===== src/rtl/sysarr_pkg.sv =====
// Shared types and defaults for the systolic-array input skewer.
package sysarr_pkg;

  localparam int SKEW_N_DEF  = 4;
  localparam int SKEW_DW_DEF = 8;
  localparam int VEC_CNT_W   = 16;

  typedef enum logic [1:0] {
    IDLE   = 2'd0,
    STREAM = 2'd1,
    DRAIN  = 2'd2,
    DONE   = 2'd3
  } skew_state_t;

endpackage


===== src/rtl/skew_delay_line.sv =====
// One lane of the skewer: a DEPTH-stage shift line of {active, data}.
// Build option SKEW_BUBBLE_ZERO_EN: bubbles carry zero data instead of holding the last element.
module skew_delay_line #(
  parameter int DEPTH = 1,
  parameter int DW    = 8
) (
  input  logic          clock,
  input  logic          reset_n,
  input  logic          in_active,
  input  logic [DW-1:0] in_data,
  output logic          out_active,
  output logic [DW-1:0] out_data
);

  logic [DEPTH-1:0]         act_q, act_d;
  logic [DEPTH-1:0][DW-1:0] dat_q, dat_d;

  always_comb begin
    act_d    = act_q;
    dat_d    = dat_q;
    act_d[0] = in_active;
`ifdef SKEW_BUBBLE_ZERO_EN
    dat_d[0] = in_active ? in_data : '0;
`else
    // Holding stage 0 means inactive lane output shows the last valid element.
    dat_d[0] = in_active ? in_data : dat_q[0];
`endif
    for (int i = 1; i < DEPTH; i++) begin
      act_d[i] = act_q[i-1];
      dat_d[i] = dat_q[i-1];
    end
  end

  always_ff @(posedge clock or negedge reset_n) begin
    if (!reset_n) begin
      act_q <= '0;
      dat_q <= '0;
    end else begin
      act_q <= act_d;
      dat_q <= dat_d;
    end
  end

  assign out_active = act_q[DEPTH-1];
  assign out_data   = dat_q[DEPTH-1];

endmodule


===== src/rtl/sysarr_input_skewer.sv =====
// Left-edge feeder for the systolic array: lane r is delayed r cycles, batch FSM flags completion.
// Build option SKEW_BUBBLE_ZERO_EN (see skew_delay_line) selects zeroed bubble data.
module sysarr_input_skewer
  import sysarr_pkg::*;
#(
  parameter int N  = SKEW_N_DEF,
  parameter int DW = SKEW_DW_DEF
) (
  input  logic                 clock,
  input  logic                 reset_n,
  input  logic                 in_valid,
  output logic                 in_ready,
  input  logic [N*DW-1:0]      in_data,
  input  logic                 in_last,
  output logic [N*DW-1:0]      out_data,
  output logic [N-1:0]         out_active,
  output logic                 busy,
  output logic                 done,
  output logic [VEC_CNT_W-1:0] vec_count
);

  localparam int CNT_W = (N > 1) ? $clog2(N) : 1;

  skew_state_t          state_q, state_d;
  logic [CNT_W-1:0]     cnt_q, cnt_d;
  logic [VEC_CNT_W-1:0] vec_count_q, vec_count_d;
  logic                 hs;

  assign hs = in_valid && in_ready;

  always_ff @(posedge clock or negedge reset_n) begin
    if (!reset_n) begin
      state_q     <= IDLE;
      cnt_q       <= '0;
      vec_count_q <= '0;
    end else begin
      state_q     <= state_d;
      cnt_q       <= cnt_d;
      vec_count_q <= vec_count_d;
    end
  end

  always_comb begin
    state_d     = state_q;
    cnt_d       = cnt_q;
    vec_count_d = vec_count_q;
    if (hs && (vec_count_q != '1)) vec_count_d = vec_count_q + 1'b1;
    case (state_q)
      IDLE, STREAM: begin
        if (hs) begin
          if (!in_last) begin
            state_d = STREAM;
          end else if (N == 1) begin
            state_d = DONE;
          end else begin
            // Last vector still needs N-1 edges to reach the bottom lane.
            state_d = DRAIN;
            cnt_d   = CNT_W'(N - 1);
          end
        end
      end
      DRAIN: begin
        if (cnt_q == CNT_W'(1)) state_d = DONE;
        else                    cnt_d   = cnt_q - 1'b1;
      end
      DONE: begin
        state_d     = IDLE;
        vec_count_d = '0;
      end
      default: state_d = IDLE;
    endcase
  end

  always_comb begin
    in_ready = (state_q == IDLE) || (state_q == STREAM);
    busy     = (state_q != IDLE);
    done     = (state_q == DONE);
  end

  assign vec_count = vec_count_q;

  for (genvar r = 0; r < N; r++) begin : g_lane
    skew_delay_line #(
      .DEPTH (r + 1),
      .DW    (DW)
    ) u_dl (
      .clock      (clock),
      .reset_n    (reset_n),
      .in_active  (hs),
      .in_data    (in_data[r*DW +: DW]),
      .out_active (out_active[r]),
      .out_data   (out_data[r*DW +: DW])
    );
  end

endmodule


===== config.mk =====
export PLATFORM = sky130hd
export DESIGN_NAME = sysarr_input_skewer
export DESIGN_NICKNAME = d
export VERILOG_FILES = /design/src/rtl/sysarr_pkg.sv /design/src/rtl/skew_delay_line.sv /design/src/rtl/sysarr_input_skewer.sv
export SDC_FILE = /design/constraint.sdc
export NUM_CORES = 1
export LEC_CHECK = 0
export ABC_AREA = 1
export CAP_MARGIN = 10
export CORE_ASPECT_RATIO = 0.5
export CORE_MARGIN = 2
export CORE_UTILIZATION = 23
export DETAILED_ROUTE_END_ITERATION = 16
export GPL_TIMING_DRIVEN = 0
export SLEW_MARGIN = 20
export SYNTH_ARGS = -nofsm -noshare
export SYNTH_HDL_FRONTEND = slang
export SYNTH_SLANG_ARGS = --single-unit

===== constraint.sdc =====
create_clock -name clock -period 2.4 [get_ports clock]
set_input_delay 0.48 -clock clock [delete_from_list [all_inputs] [get_ports clock]]
set_output_delay 0.48 -clock clock [all_outputs]
set_load 0.03 [all_outputs]

==> qor.yml <==
yosys:
  postSynthAreaPerCell_um2: 10.1
  yosys.area_share.adder_pct: 0.660
  synth_xor_xnor_area_share_pct: 0.231
  yosys-mux-area-fraction_pct: 0
  synth_compound_area_share_pct: 2.61
  synthSimpleGateAreaFrac_pct: 23.9
  synth_top_family_by_area: "simple AND/OR/NAND/NOR gates"
  syn_nets: 412
  ys_types: 22
  synthCells: 374
  ys_seq_area_share_pct: 68.7
  netlist_area_um2: 3790
  ys_ff_latch: 104
  synth_warnings: 0
floorplanning:
  num_io_pins: 91
  core_um2: 16200
  start_util_pct: 23.4
  die_x_um: 186
  placementRows: 33
  dieArea_um2: 17600
  die-height_um: 94.8
grt:
  grtUsageTotal_pct: 9.67
  grt_max_degree: 78
  antenna_found_initial: 0
  grt_pass1_wl_um: 13400
  grt-ovfl-total: 0
  grt_pass1_vias: 2668
timing:
  fin_crit_sh_pct: 91.8
  rsz0062_at_grt: "no"
  final.min_clock_period_ns: 2.20
  slew_headroom_pct: 65.4
  worst_pin_slew_ns: 0.519
  fin_hold_ws_ns: 0.00760
  drv_slew: 0
  setup_violations: 0
  clock_skew_ns: 0.00748
  hold_violations: 0
  fmax_ghz: 0.454
pwr:
  p_int_mw: 3.74
  peakVddDrop_uv: 408
  power_frac_seq_pct: 44.6
  p_comb_share_pct: 31.2
  leakagePower_nw: 2.47
  powerDensity_nw_per_um2: 1080
  switching_share_pct: 34.6
  clockPowerShare_pct: 24.3
  p_sw_mw: 1.98
finish:
  fill_cells: 1661
  finish.instance_area_um2: 5290
  syn_to_final_growth_pct: 39.7
  finish.utilization_pct: 32.6
  multiInputGateArea_um2: 1040
  n_antenna_cell: 0
  final_cell_mix: "nand2_1, dfrtp_1, clkdlybuf4s50_1, nand3_1, nor2_1"
  nNetsFinal: 514
  final_common_cell: "nand2_1"
  drive_above_1_share_pct: 7.48
  regArea_um2: 2600
job:
  max_cap_violations: 0
clocking:
  root_buffer: "clkbuf_16"
  cts_max_level: 3
  clk_latency_ns: 0.33
  cts_tree: "yes"
  holdBufCountCts: 0
  cts_made_buffers: 9
  cts_resized: 0
  cts_setup_buffers: 0
  numClockSinks: 104
  cts.clk_slew.worst_paths_ns: 0.07
  clock_path_buffers: 2
critical_path:
  startpoint: "state_q[1]"
  start_kind: "flip-flop"
  end_kind: "output port"
  crit_fanout: 6
  r2r_cells: 9
  cp.arrival_ns: 1.72
  r2r-end: "vec_count[12]"
  worstPathRequired_ns: 1.92
  crit_end: "done"
  worstReg2RegStart: "vec_count[1]"
  worstSetupPathType: "reg2out"
  r2r_setup_slack_ns: 0.61
outcome:
  status: "completed"
route:
  route.final.wire_length_um: 8210
  vias: 2749
  drc: 0
  wire_per_inst_um: 11.6
  dr.pass1.iters: 4
  vias_per_cell: 3.88
  antenna_left: 0
  drtIter0Drc: 122
place:
  dp_hpwl_um: 5870
  routabilityCongestion: 0.821
  place_area_um2: 5000
  port_buffers: 90
min_path:
  hold_path_class: "in2async"
==> kinds of logic (layout without fill, tap and decap cells) <==
kind of cell | after synthesis | after routing
simple gates | 219 | 219
flops | 104 | 104
buf+inv | 33 | 140
compound gates | 15 | 15
fa+ha+maj | 2 | 2
xor+xnor | 1 | 1
==> metal layers <==
metal  wire length [um]  share of wire [%]  track usage, %  up-vias
met4                 66               0.80            2.49        0
met3                261                3.2            2.62        5
li1                   -                  -               -     1372
met2               4360                 53            16.6       32
met1               3530                 43            12.1     1340
met5                  0                  0               0        -
==> power groups by stage <==
stage / clock (mW) / combinational, mW / sequential [mW]
CTS: 1.44 / 1.81 / 2.56
detailed placement: 0 / 1.81 / 2.59
finish: 1.39 / 1.78 / 2.55
global placement: 0 / 1.79 / 2.57
global route: 1.52 / 1.93 / 2.61
floorplan: 0 / 0.564 / 2.99
==> state kept, by name (all words and copies together), names as in the netlist <==
name / count
vec_count: 16
cnt_q: 2
g_lane.u_dl.out_data: 32
state_q: 2
g_lane.u_dl.dat_d: 48
g_lane.u_dl.act_q: 4
==> Yosys cell counts <==
cell type  instances  area, um2
nand2_2            3       18.8
or2_2              1       6.26
buf_6              1       11.3
nand4_1            3       18.8
o21ai_0            3       15.0
o21ai_4            1       16.3
o21a_1             1       7.51
nor2_2             2       12.5
o21bai_1           4       30.0
clkbuf_1           8       30.0
ha_1               2       25.0
o21ai_1            2       10.0
nor2_4             2       22.5
a21oi_1            4       20.0
dfrtp_1          104       2600
nor2_1            23       86.3
buf_4              5       37.5
nand2_1          149        559
nand3_1           36        180
xor2_1             1       8.76
inv_2              3       11.3
inv_1             16       60.1
==> cell type report <==
type	count	share of cell area [%]
inverters	19	1.35
clock inverters	6	0.946
clock buffers	10	4.52
well taps	227	5.37
multi-input cells	237	19.6
repair buffers	91	17.6
flip-flops and latches	104	49.2
plain buffers	14	1.49
==> worst min-delay path by stage <==
stage / depth (start not counted) / start / slack (ns) / to
after CTS: 1 / reset_n / 0.008 / vec_count[14]
after global placement: 0 / g_lane[2].u_dl.dat_d[19] / 0.33 / g_lane[2].u_dl.out_data[3]
after floorplan: 0 / reset_n / 0.18 / cnt_q[0]
after global routing: 1 / reset_n / 0.01 / g_lane[2].u_dl.out_data[6]
final: 1 / reset_n / 0.008 / g_lane[2].u_dl.out_data[6]
after detailed placement: 0 / g_lane[3].u_dl.dat_d[28] / 0.33 / g_lane[3].u_dl.out_data[4]
==> per-stage QoR <==
step	total power [mW]	setup WS (ns)	std cells	setup TNS [ns]
after floorplan	3.55	0.717	374	0
after global placement	4.36	-3.09	691	-319.73
after detailed placement	4.40	0.170	692	0
after CTS	5.81	0.183	708	0
after global routing	6.06	0.106	708	0
final	5.71	0.196	708	0
==> critical path, cell delays in order, from the launching register on <==
cell	delay, ns
dfrtp_1	0.43
nand2_1	0.18
inv_1	0.12
clkdlybuf4s50_1	0.67
Note: power is estimated with default switching activity, not from simulation.
